### config.mk
export PLATFORM = sky130hd
export DESIGN_NAME = uart_rx_d_flat
export DESIGN_NICKNAME = d
export VERILOG_FILES = /design/src/rtl/uart_rx_d_if.sv /design/src/rtl/uart_rx_d.sv /design/src/flat_wrapper.sv
export SDC_FILE = /design/constraint.sdc
export NUM_CORES = 1
export LEC_CHECK = 0
export ABC_AREA = 1
export BUFFER_PORTS_ARGS = -buffer_cell sky130_fd_sc_hd__buf_4
export CAP_MARGIN = 20
export CORE_AREA = 5 5 60 89
export DETAILED_ROUTE_END_ITERATION = 12
export DIE_AREA = 0 0 65 94
export HOLD_SLACK_MARGIN = 0.08
export REMOVE_ABC_BUFFERS = 1
export SLEW_MARGIN = 20
export SYNTH_ARGS = -nofsm -noshare
export SYNTH_HDL_FRONTEND = slang
export SYNTH_SLANG_ARGS = --single-unit
### constraint.sdc
create_clock -name clk -period 1.4 [get_ports clk]
set_input_delay 0.14 -clock clk [delete_from_list [all_inputs] [get_ports clk]]
set_output_delay 0.14 -clock clk [all_outputs]
set_load 0.01 [all_outputs]
### src/rtl/uart_rx_d_if.sv
// Receiver-side bundle: serial input and sample tick in, byte and status out.
interface uart_rx_d_if;
  logic       sample_tick;
  logic       rx;
  logic [7:0] data;
  logic       valid;
  logic       parity_err;
  logic       frame_err;
  logic       busy;

  // Whoever drives the line and the tick (transmitter side / bench).
  modport master (
    output sample_tick, rx,
    input  data, valid, parity_err, frame_err, busy
  );

  // The receiver itself.
  modport slave (
    input  sample_tick, rx,
    output data, valid, parity_err, frame_err, busy
  );
endinterface

### src/rtl/uart_rx_d.sv
// UART receiver: start, 8 data bits LSB first, even parity, one stop bit.
// Oversampled by an external sample tick; each completed frame (good or bad)
// produces a one-cycle valid pulse with data and error flags.
module uart_rx_d #(
  parameter int OVERSAMPLE = 16
) (
  input  logic       clk,
  input  logic       rst_n,
  uart_rx_d_if.slave bus
);

  localparam int CW = (OVERSAMPLE > 2) ? $clog2(OVERSAMPLE) : 1;
  localparam logic [CW-1:0] HALF_M1 = CW'(OVERSAMPLE / 2 - 1);
  localparam logic [CW-1:0] FULL_M1 = CW'(OVERSAMPLE - 1);

  typedef enum logic [2:0] {
    S_IDLE,
    S_START,
    S_DATA,
    S_PARITY,
    S_STOP
  } state_t;

  state_t        state_q, state_d;
  logic          rx_meta_q, rx_s_q;
  logic [CW-1:0] cnt_q, cnt_d;
  logic [2:0]    idx_q, idx_d;
  logic [7:0]    shift_q, shift_d;
  logic          armed_q, armed_d;
  logic          perr_q, perr_d;
  logic [7:0]    data_q, data_d;
  logic          perr_out_q, perr_out_d;
  logic          ferr_q, ferr_d;
  logic          valid_q, valid_d;

  // Two-flop synchronizer; resets to the idle (high) line level.
  always_ff @(posedge clk or negedge rst_n) begin
    if (!rst_n) begin
      rx_meta_q <= 1'b1;
      rx_s_q    <= 1'b1;
    end else begin
      rx_meta_q <= bus.rx;
      rx_s_q    <= rx_meta_q;
    end
  end

  // State, counters and output registers.
  always_ff @(posedge clk or negedge rst_n) begin
    if (!rst_n) begin
      state_q    <= S_IDLE;
      cnt_q      <= '0;
      idx_q      <= '0;
      shift_q    <= '0;
      armed_q    <= 1'b0;
      perr_q     <= 1'b0;
      data_q     <= '0;
      perr_out_q <= 1'b0;
      ferr_q     <= 1'b0;
      valid_q    <= 1'b0;
    end else begin
      state_q    <= state_d;
      cnt_q      <= cnt_d;
      idx_q      <= idx_d;
      shift_q    <= shift_d;
      armed_q    <= armed_d;
      perr_q     <= perr_d;
      data_q     <= data_d;
      perr_out_q <= perr_out_d;
      ferr_q     <= ferr_d;
      valid_q    <= valid_d;
    end
  end

  // Next-state logic: start detect runs every clk, everything else on ticks.
  always_comb begin
    state_d    = state_q;
    cnt_d      = cnt_q;
    idx_d      = idx_q;
    shift_d    = shift_q;
    armed_d    = armed_q;
    perr_d     = perr_q;
    data_d     = data_q;
    perr_out_d = perr_out_q;
    ferr_d     = ferr_q;
    valid_d    = 1'b0;

    case (state_q)
      S_IDLE: begin
        // Only a high-to-low transition counts as a start, so a line held
        // low after a break never retriggers.
        armed_d = armed_q | rx_s_q;
        if (armed_q && !rx_s_q) begin
          state_d = S_START;
          cnt_d   = '0;
          armed_d = 1'b0;
        end
      end

      S_START: begin
        if (bus.sample_tick) begin
          if (cnt_q == HALF_M1) begin
            cnt_d = '0;
            if (!rx_s_q) begin
              state_d = S_DATA;
              idx_d   = '0;
            end else begin
              state_d = S_IDLE;   // glitch, not a real start bit
            end
          end else begin
            cnt_d = cnt_q + CW'(1);
          end
        end
      end

      S_DATA: begin
        if (bus.sample_tick) begin
          if (cnt_q == FULL_M1) begin
            shift_d[idx_q] = rx_s_q;
            cnt_d          = '0;
            idx_d          = idx_q + 3'd1;
            if (idx_q == 3'd7) begin
              state_d = S_PARITY;
            end
          end else begin
            cnt_d = cnt_q + CW'(1);
          end
        end
      end

      S_PARITY: begin
        if (bus.sample_tick) begin
          if (cnt_q == FULL_M1) begin
            perr_d  = rx_s_q ^ (^shift_q);
            cnt_d   = '0;
            state_d = S_STOP;
          end else begin
            cnt_d = cnt_q + CW'(1);
          end
        end
      end

      S_STOP: begin
        if (bus.sample_tick) begin
          if (cnt_q == FULL_M1) begin
            data_d     = shift_q;
            perr_out_d = perr_q;
            ferr_d     = ~rx_s_q;
            valid_d    = 1'b1;
            // A good stop leaves IDLE armed for an immediately following
            // start bit; a low stop waits for the line to go high first.
            armed_d    = rx_s_q;
            cnt_d      = '0;
            state_d    = S_IDLE;
          end else begin
            cnt_d = cnt_q + CW'(1);
          end
        end
      end

      default: begin
        state_d = S_IDLE;
      end
    endcase
  end

  assign bus.data       = data_q;
  assign bus.valid      = valid_q;
  assign bus.parity_err = perr_out_q;
  assign bus.frame_err  = ferr_q;
  assign bus.busy       = (state_q != S_IDLE);

endmodule

### src/flat_wrapper.sv
// flat-port wrapper written by rule: the top's interface ports become plain ports
module uart_rx_d_flat 
#(
  parameter int OVERSAMPLE = 16
)
  (clk, rst_n, bus_sample_tick, bus_rx, bus_data, bus_valid, bus_parity_err, bus_frame_err, bus_busy);
  uart_rx_d_if bus_i ();
  input  logic clk;
  input  logic rst_n;
  input wire logic [$bits(bus_i.sample_tick)-1:0] bus_sample_tick;
  input wire logic [$bits(bus_i.rx)-1:0] bus_rx;
  output wire logic [$bits(bus_i.data)-1:0] bus_data;
  output wire logic [$bits(bus_i.valid)-1:0] bus_valid;
  output wire logic [$bits(bus_i.parity_err)-1:0] bus_parity_err;
  output wire logic [$bits(bus_i.frame_err)-1:0] bus_frame_err;
  output wire logic [$bits(bus_i.busy)-1:0] bus_busy;
  assign bus_i.sample_tick = bus_sample_tick;
  assign bus_i.rx = bus_rx;
  assign bus_data = bus_i.data;
  assign bus_valid = bus_i.valid;
  assign bus_parity_err = bus_i.parity_err;
  assign bus_frame_err = bus_i.frame_err;
  assign bus_busy = bus_i.busy;
  uart_rx_d #(.OVERSAMPLE(OVERSAMPLE)) u_core (.clk(clk), .rst_n(rst_n), .bus(bus_i));
endmodule
==> results.md, run 1 <==
- Status: finished with violations
- Grt ovf: 0
- Post-Layout Inst Area: 2330 sq um
- Synth cell types: 23
- Maxcap violations: 0
- First-pass GRT wire length: 6350 microns
- GRT Overall Usage: between 10% and 20%
- Io pins: 16
- Yosys warns: 0
- Final Core Density: between 50% and 60%
- Post-Syn Area per Cell: about 7.7 sq um
- Count of pins over their slew limit: 0
- Worst Path Max Fanout: 8
- Count leader, synth: nand2_1
- Crit Reg-Reg Endpoint: u_core.shift_q[1]
- CTS clock-pin slew for the worst setup and hold paths: about 0.07 ns
- Initial antenna violation count: 0
- RSZ-0062 raised after global routing: yes
- Reg-to-reg setup timing slack: -0.06 ns
- Setup TNS: -0.307 ns
- Port Buffers: 15
- Post-DP HPWL: approximately 2700 microns
- Final worst slack: -0.0609 ns
- Final Critical Period: approximately 1.5 ns
- Clk buf depth: 2
- Period utilization: 104%
- Total core area: 4470 sq um
- Largest net degree at the start of global routing: 34
- Synth top cells by count: 82 x nand2_1, 31 x dfrtp_1, 23 x inv_1
- Total CTS buffers: 5
- Die H: roughly 94 microns
- Worst Path Required: around 1.6 ns
- Yosys reg bits: 33
- Flip-flop and latch area: approximately 830 sq um
- TritonRoute pass-1 iters: 4
- Top_reg_cell synth: dfrtp_1
- DIE WIDTH: around 65 microns
- Layout cells sized above 1: a little over a third
- Synth Area in Adders: under 10%
- Compound-cell area share of the yosys netlist: around a tenth
- Sink Count: 33
- Avg WL per Cell: 11.7 microns
- H-tree levels: 2
- Share of the synthesized area in the top cell type: between 40 and 50%
- Tightest Hold Check Type: primary input to flip-flop
- Maximum vdd drop: approximately 0.7 mV
- Critical path endpoint: u_core.shift_q[1]
- Sequential area share after synthesis: 45.9%
- Placer congestion estimate: about 0.82
- Mux cell area share after synthesis: 0%
- Via Count: about 1500
- Synthesized area: approximately 1800 sq um
- Hold violation total from the final report: 0
- Worst skew pair latency: slightly below 0.3 ns
- Diode count: 0
- DRC viols: 0
- Setup Viol. Count Final: 10
- P per Cell Area: 1380 nW/um^2
- Total Power: ~3.2 mW
- Setup Crit Path Kind: flip-flop to flip-flop
- Worst slew pin tran: about 0.43 ns
- Area leader, netlist: dfrtp_1
- CP arrival: approximately 1.6 ns
- Worst reg-to-reg path cell count: 8
- Fillers: roughly 420
- Placed Area: a little over 2000 sq um
- Ranking of synthesized cells by area: dfrtp_1 43%, nand2_1 17%, inv_1 4.8%
- WL final: between 3000 and 4000 microns
- Mapped Cells: approximately 230
- Leakage power: 1.21 nW
- Nets: 281
- Starting Density: between 40 and 50%
- Asr flop ratio synth: between 90% and 100%
- Post-route antenna net violation count: 0
- Critical Path End Type: flip-flop
- EDFF count, synth: 0
- Post-synthesis simple-gate area fraction: 34.0%
- Area growth from synthesis to layout: 29.0%
- Max transition margin: 71.2%
- Drt initial violations: 31
- Xor/xnor cell area share of the yosys netlist: around 1.5%
- Worst Setup Start Kind: flip-flop
- Worst Setup SP: u_core.cnt_q[1]
- Routed vias/inst: 4.73
- Die area: roughly 6100 sq um
- Vias in the first global route: 1439
- Row cnt: 30
- Largest family of logic cells by synthesized area: simple AND/OR/NAND/NOR gates
- Area of the multi-input gates: 946 sq um
- Failing checks: setup timing
- TritonCTS clock tree: built
- Maximum clock rate: a little under 700 MHz
- Clk root buf: clkbuf_8
- Worst reg2reg startpoint: u_core.cnt_q[1]
- Clock Skew: approximately 0.0074 ns
- Hold WS: between 0.2 and 0.3 ns
repair_timing:
item                                    4_1_cts  5_1_grt
resized for setup                             3       36
hold buffers                                  2        0
pin swaps                                     2       20
buffers inserted                              1        6
endpoints found under the hold margin        32        0
endpoints found under the setup margin        5       30
cell families (layout without fill, tap and decap cells):
| group | count (synthesis) | in the layout |
|---|---|---|
| AO/OA/AOI/OAI | 26 | 26 |
| buffers and inverters | 31 | 73 |
| adder cells (fa/ha/maj) | 3 | 3 |
| XOR/XNOR | 3 | 3 |
| flip-flops | 33 | 33 |
| AND/OR/NAND/NOR | 137 | 137 |
critical path: stages (launching register included):
cell,delay (ns)
dfrtp_1,0.40
ha_4,0.17
nand2_4,0.07
nor2_4,0.12
nand2_4,0.09
nor2_4,0.23
nand3_1,0.13
nand2_1,0.07
o21ai_1,0.06
power breakdown:
group          total, mW  switching (mW)  internal, mW
registers           1.19           0.124          1.07
clock network      0.713           0.370         0.343
logic               1.31           0.769         0.546
how the worst min path moves through the flow:
| stage | end | from | depth (start not counted) |
|---|---|---|---|
| floorplan | u_core.armed_q | rst_n | 0 |
| global placement | u_core.bus.data[1] | rst_n | 1 |
| detailed placement | u_core.bus.data[1] | rst_n | 1 |
| CTS | u_core.state_q[2] | bus_sample_tick | 5 |
| global route | u_core.bus.valid | bus_sample_tick | 4 |
| finish | u_core.state_q[2] | bus_sample_tick | 5 |
sequential cells by signal (all words and copies together) (netlist names):
signal	flops
u_core.cnt_q	4
u_core.shift_q	8
u_core.bus.frame_err	1
u_core.rx_s_q	1
u_core.bus.parity_err	1
u_core.bus.valid	1
u_core.state_q	3
u_core.bus.data	8
u_core.armed_q	1
u_core.rx_meta_q	1
u_core.idx_q	3
u_core.perr_q	1
placed cells by master, fill, tap and decap left out, types with 3 or more instances in the layout:
cell type	n
nand2_4	5
dfrtp_2	3
o21ai_2	8
nand2_1	77
nand3_1	12
nor2_2	6
nor2_4	5
clkbuf_8	5
o21ai_1	13
nor2_1	15
dfrtp_1	28
nand3_2	5
inv_2	6
nand2_2	10
buf_4	32
inv_1	19
per-stage QoR:
| stage | std cells | worst slack, ns |
|---|---|---|
| after floorplan | 231 | 0.0415 |
| after global placement | 306 | 0.0142 |
| after detailed placement | 306 | -0.0298 |
| after CTS | 317 | -0.0101 |
| after global routing | 323 | -0.169 |
| final | 323 | -0.0609 |
routing by layer:
| layer | global-route usage, % | vias to the layer above | wire length [microns] |
|---|---|---|---|
| met3 | 3.59 | 6 | 114 |
| met2 | 25.3 | 17 | 2090 |
| met1 | 14.4 | 699 | 1500 |
| met4 | 6.35 | 0 | 76 |
| li1 | - | 806 | - |
| met5 | 0 | - | 0 |
final cells by class:
class	count	area share, %
tap	48	2.58
multi-input combinational	169	40.6
sequential	33	35.7
clock buffer	5	2.95
timing repair buffer	36	12.1
clock inverter	3	0.752
inverter	29	5.26
No activity file was read; power rests on OpenSTA's default activity.
==> inputs of run 2 (changes only) <==
--- a/config.mk
+++ b/config.mk
@@ -12,6 +12,7 @@
 export DETAILED_ROUTE_END_ITERATION = 12
 export DIE_AREA = 0 0 65 94
 export HOLD_SLACK_MARGIN = 0.08
+export PLACE_DENSITY_LB_ADDON = 0.08
 export REMOVE_ABC_BUFFERS = 1
 export SLEW_MARGIN = 20
 export SYNTH_ARGS = -nofsm -noshare
==> run 2 against run 1 <==
The run still ends with setup timing left. Core utilization is 0.76 points lower. Sequential share of layout area up 0.53 points. Clock power shrank 3.5%. Routed wire length is 1.3% lower. Fmax rose by 1.2%. Combinational power hardly changed. Via count decreased by 1.7%. Final area fell by 1.4%. Power fell by 2.2%. Register-to-register slack better by 0.02 ns. Worst hold slack got worse by 0.0087 ns.
==> results.md, run 2 (same netlist as run 1, synthesis figures left out) <==
- Period utilization: 103% (was 104%)
- Worst Setup Start Kind: flip-flop (unchanged)
- Maximum vdd drop: 0.711 mV (was 0.704 mV)
- DRC viols: 0 (unchanged)
- Clock Skew: 0.00598 ns (was 0.00735 ns)
- Worst hold endpoint: u_core.shift_q[5] (was u_core.state_q[2])
- Total Power: 3.15 mW (was 3.22 mW)
- Count of pins over their slew limit: 0 (unchanged)
- Hold violation total from the final report: 0 (unchanged)
- Final worst slack: -0.0441 ns (was -0.0609 ns)
- Worst path max stage delay: 0.39 ns (was 0.40 ns)
- Met2 WL: 2040 microns (was 2090 microns)
- Port Buffers: 15 (unchanged)
- Via Count: 1502 (was 1528)
- Routed vias/inst: 4.68 (was 4.73)
- Max transition margin: 72.5% (was 71.2%)
- Nets: 279 (was 281)
- Setup Crit Path Kind: flip-flop to flip-flop (unchanged)
- Die area: 6110 sq um (unchanged)
- Sink Count: 33 (unchanged)
- Layout cells sized above 1: 34.8% (was 36.0%)
- RSZ-0062 raised after global routing: yes (unchanged)
- Uppermost layer routed: met4 (unchanged)
- Status: finished with violations (unchanged)
- Post-DP HPWL: 2750 microns (was 2680 microns)
- Placer congestion estimate: 0.758 (was 0.817)
- First-pass GRT wire length: 6350 microns (unchanged)
- Vias in the first global route: 1507 (was 1439)
- Critical Path End Type: flip-flop (unchanged)
- H-tree levels: 2 (unchanged)
- Met3 Routed Length: 89 microns (was 114 microns)
- Placed Area: 2050 sq um (unchanged)
- Crit Reg-Reg Endpoint: u_core.bus.frame_err (was u_core.shift_q[1])
- Starting Density: 40.4% (unchanged)
- Tightest Hold Check Type: primary input to flip-flop (unchanged)
- Worst reg2reg startpoint: u_core.cnt_q[1] (unchanged)
- Worst slew pin tran: 0.413 ns (was 0.433 ns)
- Worst Path Required: 1.57 ns (about the same)
- Fillers: 457 (was 419)
- Maxcap violations: 0 (unchanged)
- Failing checks: setup timing (unchanged)
- Final Core Density: 51.4% (was 52.2%)
- DIE WIDTH: 65 microns (unchanged)
- Place WS: -0.0271 ns (was -0.0298 ns)
- Clk root buf: clkbuf_8 (unchanged)
- Met1 wire length: 1450 microns (was 1500 microns)
- Worst skew pair latency: 0.28 ns (was 0.29 ns)
- Total core area: 4470 sq um (unchanged)
- Row cnt: 30 (unchanged)
- Io pins: 16 (unchanged)
- Hold depth: 5 (unchanged)
- Post-Layout Inst Area: 2300 sq um (was 2330 sq um)
- GRT Overall Usage: 13.7% (was 13.8%)
- TritonRoute pass-1 iters: 4 (unchanged)
- Final Critical Period: 1.44 ns (was 1.46 ns)
- Die H: 94 microns (unchanged)
- Hold WS: 0.271 ns (was 0.280 ns)
- Largest net degree at the start of global routing: 34 (unchanged)
- Drt initial violations: 65 (was 31)
- Initial antenna violation count: 0 (unchanged)
- Total CTS buffers: 5 (unchanged)
- Setup TNS: -0.518 ns (was -0.307 ns)
- Area growth from synthesis to layout: 27.2% (was 29.0%)
- DP Cell Count: 306 (unchanged)
- Slowest stage cell on the critical path: dfrtp_1 (unchanged)
- Crit-path cells: ha_4, nand2_4, nor2_4, nand2_4, buf_4, nor2_4, inv_6, nand2_1, o21ai_2 (was ha_4, nand2_4, nor2_4, nand2_4, nor2_4, nand3_1, nand2_1, o21ai_1)
- P per Cell Area: 1370 nW/um^2 (was 1380 nW/um^2)
- Fin cells: 321 (was 323)
- Most common cell after layout, fill and taps aside: nand2_1 (unchanged)
- Most frequent cells in the layout: 76 x nand2_1, 31 x buf_4, 28 x dfrtp_1 (was 77 x nand2_1, 32 x buf_4, 28 x dfrtp_1)
- CTS clock-pin slew for the worst setup and hold paths: 0.07 ns (about the same)
- Clk buf depth: 2 (unchanged)
- Avg WL per Cell: 11.6 microns (was 11.7 microns)
- Leakage power: 1.19 nW (was 1.21 nW)
- Setup Viol. Count Final: 22 (was 10)
- Maximum clock rate: 692 MHz (was 684 MHz)
- Post-route antenna net violation count: 0 (unchanged)
- WL final: 3720 microns (was 3770 microns)
- Worst Path Max Fanout: 17 (was 8)
- Worst Min Path Start: bus_sample_tick (unchanged)
- Grt ovf: 0 (unchanged)
- Reg-to-reg setup timing slack: -0.04 ns (was -0.06 ns)
- Diode count: 0 (unchanged)
- TritonCTS clock tree: built (unchanged)
- CP arrival: 1.62 ns (was 1.63 ns)
- Worst reg-to-reg path cell count: 9 (was 8)
## run 2: cell count changes in the layout (fill, tap and decap cells not counted), moves of 2 or more
cell | before | now
nand2_2 | 10 | 14
inv_1 | 19 | 21
nor2_4 | 5 | 7
nor2_2 | 6 | 2
inv_4 | 2 | 0
nor2_1 | 15 | 17
nand2_4 | 5 | 2
## run 2: metal layers
metal,up-vias,track usage [%]
li1,801,-
met4,0,8.47
met1,668,13.1
met2,22,25.5
met3,11,3.23
met5,-,0
## run 2: worst max path at each step
stage | startpoint | endpoint | slack, ns | cells past startpoint
floorplan | u_core.cnt_q[0] | u_core.state_q[2] | 0.04 | 10
global placement | u_core.state_q[0] | u_core.shift_q[7] | -0.005 | 6
detailed placement | u_core.cnt_q[0] | u_core.armed_q | -0.03 | 7
CTS | u_core.cnt_q[0] | u_core.armed_q | -0.01 | 7
global route | u_core.cnt_q[1] | u_core.shift_q[1] | -0.17 | 8
finish | u_core.cnt_q[1] | u_core.bus.frame_err | -0.04 | 9
## run 2: report_power, final
group / internal, mW / switching, mW / leakage (nW)
clock: 0.344 / 0.343 / 0.0450
sequential: 1.07 / 0.108 / 0.443
combinational: 0.518 / 0.764 / 0.702
## run 2: cell type report
class | instances | area [sq um] | area share, %
multi-input cells | 169 | 940 | 40.9
well taps | 48 | 60.1 | 2.62
flip-flops and latches | 33 | 832 | 36.2
clock inverters | 2 | 10.0 | 0.436
repair buffers | 34 | 264 | 11.5
inverters | 29 | 118 | 5.12
clock buffers | 6 | 72.6 | 3.16
## run 2: critical path, delay by kind of cell, from the launching register on
kind / cells / cell delay [ns]
flip-flops: 1 / 0.39
adder cells (fa/ha/maj): 1 / 0.17
AO/OA/AOI/OAI: 1 / 0.05
buffers and inverters: 2 / 0.24
AND/OR/NAND/NOR: 5 / 0.50
## run 2: what timing repair did
item | 4_1_cts | 5_1_grt
gates resized for setup | 0 | 32
endpoints found under the setup margin | 4 | 30
setup buffers | 0 | 5
hold endpoints to repair | 32 | 0
hold buffers | 2 | 0
pin swaps | 1 | 15
